File: config.mk
export PLATFORM = sky130hd
export DESIGN_NAME = us_ip_tx
export DESIGN_NICKNAME = d
export VERILOG_FILES = /design/src/rtl/us_net_pkg.sv /design/src/rtl/us_ip_csum.sv /design/src/rtl/us_ip_tx.sv
export SDC_FILE = /design/constraint.sdc
export NUM_CORES = 1
export LEC_CHECK = 0
export BUFFER_PORTS_ARGS = -buffer_cell sky130_fd_sc_hd__buf_4
export CAP_MARGIN = 5
export CORE_ASPECT_RATIO = 0.9
export CORE_MARGIN = 4
export CORE_UTILIZATION = 40
export DETAILED_ROUTE_END_ITERATION = 8
export SYNTH_ARGS = -nofsm -noshare
export SYNTH_HDL_FRONTEND = slang
export SYNTH_HIERARCHICAL = 1
export SYNTH_SLANG_ARGS = --single-unit
export TNS_END_PERCENT = 50
File: constraint.sdc
create_clock -name tx_axis_aclk -period 5.4 [get_ports tx_axis_aclk]
set_input_delay 0.27 -clock tx_axis_aclk [delete_from_list [all_inputs] [get_ports tx_axis_aclk]]
set_output_delay 0.27 -clock tx_axis_aclk [all_outputs]
set_load 0.02 [all_outputs]
File: src/rtl/us_net_pkg.sv
// Shared IPv4/UDP transmit definitions: header constants, header-word record,
// encapsulator FSM states and wire byte-order helpers.
package us_net_pkg;

  localparam logic [3:0]  IP_VERSION   = 4'h4;
  localparam logic [3:0]  IP_IHL       = 4'h5;
  localparam logic [15:0] IP_FLAGS_DF  = 16'h4000;
  localparam int          IP_HDR_BYTES = 20;
  localparam logic [7:0]  PROTO_UDP    = 8'd17;

  typedef struct packed {
    logic [15:0] ver_ihl_tos;
    logic [15:0] total_len;
    logic [15:0] ident;
    logic [15:0] flags_frag;
    logic [15:0] ttl_proto;
    logic [15:0] csum;
    logic [15:0] src_hi;
    logic [15:0] src_lo;
    logic [15:0] dst_hi;
    logic [15:0] dst_lo;
  } ip_hdr_words_t;

  typedef enum logic [2:0] {
    IDLE, SUM, FOLD, HDR0, HDR1, HDR2, BODY, TAIL
  } ip_tx_state_t;

  // Lane 0 is the first byte on the wire, so big-endian fields are byte-swapped into lanes.
  function automatic logic [15:0] be16(input logic [15:0] v);
    return {v[7:0], v[15:8]};
  endfunction

  function automatic logic [31:0] be32(input logic [31:0] v);
    return {v[7:0], v[15:8], v[23:16], v[31:24]};
  endfunction

endpackage

File: src/rtl/us_ip_csum.sv
// Two-stage ones'-complement sum/fold over the ten IPv4 header words;
// produces the inverted header checksum two cycles after the words settle.
module us_ip_csum
  import us_net_pkg::*;
(
  input  logic          clk,
  input  ip_hdr_words_t words,
  output logic [15:0]   csum
);

  logic [19:0] sum_p0;
  logic [15:0] csum_p1;

  function automatic logic [19:0] add_words(input ip_hdr_words_t w);
    return 20'(w.ver_ihl_tos) + 20'(w.total_len) + 20'(w.ident) + 20'(w.flags_frag)
         + 20'(w.ttl_proto) + 20'(w.csum) + 20'(w.src_hi) + 20'(w.src_lo)
         + 20'(w.dst_hi) + 20'(w.dst_lo);
  endfunction

  // Two folds are enough: ten 16-bit words cannot carry past bit 19.
  function automatic logic [15:0] fold(input logic [19:0] s);
    logic [16:0] f1;
    logic [15:0] f2;
    f1 = {1'b0, s[15:0]} + {13'b0, s[19:16]};
    f2 = f1[15:0] + {15'b0, f1[16]};
    return f2;
  endfunction

  // stage p0: wide sum
  always_ff @(posedge clk) begin
    sum_p0 <= add_words(words);
  end

  // stage p1: fold and invert
  always_ff @(posedge clk) begin
    csum_p1 <= ~fold(sum_p0);
  end

  assign csum = csum_p1;

endmodule

File: src/rtl/us_ip_tx.sv
// IPv4 transmit encapsulator: prepends a 20-byte IPv4 header to UDP datagrams.
// Define US_IP_TX_CHECKSUM_EN to compute the header checksum; otherwise it is sent as zero.
module us_ip_tx
  import us_net_pkg::*;
#(
  parameter logic [7:0] TTL      = 8'd64,
  parameter logic [7:0] PROTOCOL = PROTO_UDP
) (
  input  logic        tx_axis_aclk,
  input  logic        tx_axis_aresetn,
  input  logic [31:0] src_ip_addr,
  input  logic [31:0] dst_ip_addr,
  input  logic [63:0] ip_tx_axis_tdata,
  input  logic [7:0]  ip_tx_axis_tkeep,
  input  logic        ip_tx_axis_tvalid,
  input  logic        ip_tx_axis_tlast,
  output logic        ip_tx_axis_tready,
  output logic [63:0] mac_tx_axis_tdata,
  output logic [7:0]  mac_tx_axis_tkeep,
  output logic        mac_tx_axis_tvalid,
  output logic        mac_tx_axis_tlast,
  input  logic        mac_tx_axis_tready
);

  ip_tx_state_t state, state_n;

  logic [63:0] hold;
  logic [3:0]  hold_keep_hi;
  logic        hold_last;
  logic [15:0] udp_len;
  logic [31:0] src_q, dst_q;
  logic [15:0] ip_id;
  logic [15:0] total_len;
  logic [15:0] csum;

  logic        out_free, in_ready, in_fire;
  logic        load, ld_last;
  logic [63:0] ld_data;
  logic [7:0]  ld_keep;

  assign total_len         = udp_len + 16'(IP_HDR_BYTES);
  assign out_free          = !mac_tx_axis_tvalid || mac_tx_axis_tready;
  assign in_fire           = ip_tx_axis_tvalid && in_ready;
  assign ip_tx_axis_tready = tx_axis_aresetn && in_ready;

`ifdef US_IP_TX_CHECKSUM_EN
  ip_hdr_words_t hdr_words;

  assign hdr_words = '{
    ver_ihl_tos: {IP_VERSION, IP_IHL, 8'h00},
    total_len:   total_len,
    ident:       ip_id,
    flags_frag:  IP_FLAGS_DF,
    ttl_proto:   {TTL, PROTOCOL},
    csum:        16'h0000,
    src_hi:      src_q[31:16],
    src_lo:      src_q[15:0],
    dst_hi:      dst_q[31:16],
    dst_lo:      dst_q[15:0]
  };

  us_ip_csum u_csum (
    .clk   (tx_axis_aclk),
    .words (hdr_words),
    .csum  (csum)
  );
`else
  assign csum = 16'h0000;
`endif

  always_comb begin
    state_n  = state;
    in_ready = 1'b0;
    load     = 1'b0;
    ld_data  = '0;
    ld_keep  = '0;
    ld_last  = 1'b0;
    case (state)
      IDLE: begin
        in_ready = 1'b1;
        if (ip_tx_axis_tvalid) state_n = SUM;
      end
      // Hold here while the previous packet's final beat is pending, so ip_id is
      // settled before it enters the checksum.
      SUM: if (!mac_tx_axis_tvalid) state_n = FOLD;
      FOLD: state_n = HDR0;
      HDR0: if (out_free) begin
        load    = 1'b1;
        ld_data = {be16(IP_FLAGS_DF), be16(ip_id), be16(total_len),
                   be16({IP_VERSION, IP_IHL, 8'h00})};
        ld_keep = 8'hFF;
        state_n = HDR1;
      end
      HDR1: if (out_free) begin
        load    = 1'b1;
        ld_data = {be32(src_q), be16(csum), be16({TTL, PROTOCOL})};
        ld_keep = 8'hFF;
        state_n = HDR2;
      end
      HDR2: if (out_free) begin
        load    = 1'b1;
        ld_data = {hold[31:0], be32(dst_q)};
        ld_keep = 8'hFF;
        state_n = hold_last ? TAIL : BODY;
      end
      BODY: begin
        in_ready = out_free;
        if (ip_tx_axis_tvalid && out_free) begin
          load    = 1'b1;
          ld_data = {ip_tx_axis_tdata[31:0], hold[63:32]};
          ld_keep = {ip_tx_axis_tkeep[3:0], 4'hF};
          if (ip_tx_axis_tlast) begin
            if (ip_tx_axis_tkeep[7:4] == 4'h0) begin
              ld_last = 1'b1;
              state_n = IDLE;
            end else begin
              state_n = TAIL;
            end
          end
        end
      end
      TAIL: if (out_free) begin
        load    = 1'b1;
        ld_data = {32'h0, hold[63:32]};
        ld_keep = {4'h0, hold_keep_hi};
        ld_last = 1'b1;
        state_n = IDLE;
      end
      default: state_n = IDLE;
    endcase
  end

  always_ff @(posedge tx_axis_aclk) begin
    if (!tx_axis_aresetn) begin
      state              <= IDLE;
      mac_tx_axis_tvalid <= 1'b0;
      mac_tx_axis_tdata  <= '0;
      mac_tx_axis_tkeep  <= '0;
      mac_tx_axis_tlast  <= 1'b0;
      ip_id              <= '0;
    end else begin
      state <= state_n;
      if (load) begin
        mac_tx_axis_tvalid <= 1'b1;
        mac_tx_axis_tdata  <= ld_data;
        mac_tx_axis_tkeep  <= ld_keep;
        mac_tx_axis_tlast  <= ld_last;
      end else if (mac_tx_axis_tready) begin
        mac_tx_axis_tvalid <= 1'b0;
      end
      if (mac_tx_axis_tvalid && mac_tx_axis_tready && mac_tx_axis_tlast)
        ip_id <= ip_id + 16'd1;
    end
  end

  always_ff @(posedge tx_axis_aclk) begin
    if (in_fire) begin
      hold         <= ip_tx_axis_tdata;
      hold_keep_hi <= ip_tx_axis_tkeep[7:4];
      if (state == IDLE) begin
        hold_last <= ip_tx_axis_tlast;
        udp_len   <= {ip_tx_axis_tdata[39:32], ip_tx_axis_tdata[47:40]};
        src_q     <= src_ip_addr;
        dst_q     <= dst_ip_addr;
      end
    end
  end

endmodule

==> impl_results.md <==
- Commonest non-fill, non-tap cell in the layout: buf_4
- Tmin final: 3110 ps
- I/O Buffers: 215
- DRT antenna net count: 0
- I/O pin total: 216
- CP max-delay cell: nand2b_2
- Final setup violation count: 0
- Cell at the root of the clock tree: clkbuf_16
- P_leak: between 4 and 5 nW
- Int Power: 3.62 mW
- Bufs and invs on worst path: 1
- Post-CTS Resized: 0
- Detailed Route WL: 26600 µm
- Crit. path cell count: 5
- Cells after synthesis: 711
- CP startpoint kind: flop
- H-tree Lvls: 1
- Relative slew slack: about 16%
- Layout Utilization: approximately 59%
- Die Y: 152 µm
- Seq cells post-synth: roughly 240
- CP arrival: 3540 ps
- DR iter-0 viols: 738
- Num CTS Buffers: 27
- Reg2reg path depth: 5
- Switch share: 26.6%
- Cell Count, Final, Fillers Out: 1359
- FF-to-FF End: mac_tx_axis_tdata[29]
- Hold_ws: 85.5 ps
- Crit Path Max Fanout: 51
- Layout Skew: 11.1 ps
- Logic pwr share: 17.3%
- Crit path max-delay family: simple AND/OR/NAND/NOR gates
- Final worst setup slack: 2290 ps
- GR Util All Layers: about a fifth
- Final Hold Fails: 0
- Post-DP HPWL: approximately 16000 µm
- RR Startpoint: mac_tx_axis_tvalid
- Fmax: 322 MHz
- Power per cell area: between 300 and 400 nW/µm²
- Layout cells sized above 1: about a quarter
- Post-route cell area: between 10000 and 15000 µm²
- Largest net degree at the start of global routing: 55
- RePlAce Congestion: 0.809
- Vias/cell: 5.45
- Yosys warns: 6
- Ys async rst share: 0%
- Setup crit end: mac_tx_axis_tdata[29]
- Drt pass-1 iters: 7
- Std cell rows: 52
- Placeable core region: roughly 23000 µm²
- Cells after DPL: ~1200
- Drt drc: 0
- Hold_buf cts: 133
- Max clock buf depth: 3
- Synth Cell Area: between 9000 and 10000 µm²
- Reg power frac: 47.4%
- Unique cell type count in the Yosys netlist: between 50 and 60
- Area Growth Syn to Fin: 43.9%
- RSZ-0062 raised after global routing: false
- Tcrit/Tclk final: between 50% and 60%
- VDD IR max: 0.219 mV
- Slew Viols, Final: 0
- Place WS: 2200 ps
- Vias in the first global route: 7277
- Antenna diodes: 0
- CTS tree: done
- R2R Setup Slk: 2290 ps
- Most frequent cells in the layout: buf_4 (225), edfxtp_1 (149), dlygate4sd3_1 (133), dfxtp_1 (93), a21oi_1 (69)
- Clock share of power: 35.2%
- Tightest Pin Transition: 1250 ps
- Wire length per cell: approximately 20 µm
- Die W: 168 µm
- Syn_nets: 854
- Crit path required time: 5830 ps
- Number of synthesized flops with an enable pin: 149
- Cell Chain, Critical Path: nand2b_2, and4_2, buf_4, a222oi_1, a211oi_1
- Die area: 25600 µm²
- Clock latency on the worst-skew pair: between 500 and 600 ps
- Crit. Startpoint: mac_tx_axis_tvalid
- Setup TNS: 0 ps
- Worst Hold Class: in2reg
- Average size of a mapped cell: 13.0 µm²
- Kind of critical path: reg2reg
- Cell Area, Placed: ~11000 µm²
- Initial antenna violation count: 0
- Via count: 7401
- Worst Setup End Kind: flop
- Count of clock tree sinks: 242
- Postcts setup bufs: 0
- Run status: completed
- Max stage delay on crit path: approximately 850 ps
- Total power: 4.93 mW
- Clk slew on worst S/H paths: 60 ps
- Switching power total: between 1 and 1.5 mW
- Fin nets: 1185
- # Max-Cap Violations: 0
- Ys flop type: edfxtp_1
- First-pass GRT wire length: 40900 µm
- Initial cell density of the core: 40.8%
- Sequential-to-total area share from yosys stat: 68.5%
- Remaining global-route overflow: 0
[worst register-to-register path: stages (launching register included)]
cell and delay [ps]:
dfxtp_1 390, nand2b_2 850, and4_2 710, buf_4 540
a222oi_1 260, a211oi_1 270
[sequential cells by signal, indices dropped and copies added (netlist names)]
signal,cells
ip_id,16
dst_q,32
hold_last,1
src_q,32
mac_tx_axis_tlast,1
mac_tx_axis_tdata,64
mac_tx_axis_tkeep,8
hold_keep_hi,4
hold,64
state,3
udp_len,16
mac_tx_axis_tvalid,1
[Yosys cell counts (3+ instances only)]
library cell,instances,share of area [%]
nand3_1,10,0.54
o221a_2,4,0.49
o31a_1,4,0.38
edfxtp_1,149,48
a22oi_1,28,2.3
nand2_1,49,2.0
xnor2_1,6,0.57
nor3_1,9,0.49
o21ai_0,27,1.5
nand2b_1,3,0.20
a221o_1,3,0.32
and4_1,4,0.38
a222oi_1,17,1.8
a211oi_1,43,3.5
a311oi_1,31,2.9
a21oi_1,70,3.8
dfxtp_1,93,20
nor4_1,7,0.47
or3_1,6,0.41
nand4_1,8,0.54
o211a_1,6,0.65
buf_2,16,0.87
clkbuf_1,39,1.6
a21o_1,5,0.41
inv_1,6,0.24
o21ai_1,5,0.27
xor2_1,7,0.66
nor2_1,19,0.77
mux2i_1,3,0.32
[worst min path at each step]
stage	end	depth (start not counted)	start	slack, ps
6_report	mac_tx_axis_tkeep[4]	3	ip_tx_axis_tkeep[0]	90
5_1_grt	mac_tx_axis_tkeep[4]	3	ip_tx_axis_tkeep[0]	80
4_1_cts	mac_tx_axis_tkeep[4]	3	ip_tx_axis_tkeep[0]	60
3_5_place_dp	dst_q[17]	1	dst_ip_addr[17]	450
3_3_place_gp	src_q[24]	1	src_ip_addr[24]	450
2_1_floorplan	dst_q[0]	0	dst_ip_addr[0]	370
[cells by family (layout without fill, tap and decap cells)]
kind of cell    count (synthesis)  count (layout)  share of synthesized area [%]
flops                         242             242                           68.5
buf+inv                        64             415                           2.81
simple gates                  127             127                           6.91
compound gates                260             260                           19.9
xor+xnor                       13              13                           1.23
fa+ha+maj                       2               2                          0.271
mux                             3               3                          0.325
[metal layers]
| layer | part of all wire, % | global-route usage [%] |
|---|---|---|
| met5 | 0 | 0 |
| met4 | 1.8 | 3.98 |
| met3 | 6.5 | 3.19 |
| met2 | 46 | 31.6 |
| met1 | 45 | 28.3 |
[power groups by stage]
stage	clock network [mW]	logic, mW	registers, mW
3_5_place_dp	0	0.786	2.37
4_1_cts	1.77	0.863	2.34
3_3_place_gp	0	0.776	2.38
5_1_grt	1.85	0.924	2.36
6_report	1.74	0.855	2.34
2_1_floorplan	0	0.340	2.45
[area by class of cell]
type                       instances  area [µm²]
clock inverter                    15         128
multi-input combinational        405        2700
sequential                       242        6340
inverter                           7        26.3
fill                            1827        9330
tap                              297         372
clock buffer                      34         712
timing repair buffer             359        3040
Note: power is estimated with default switching activity, not from simulation.
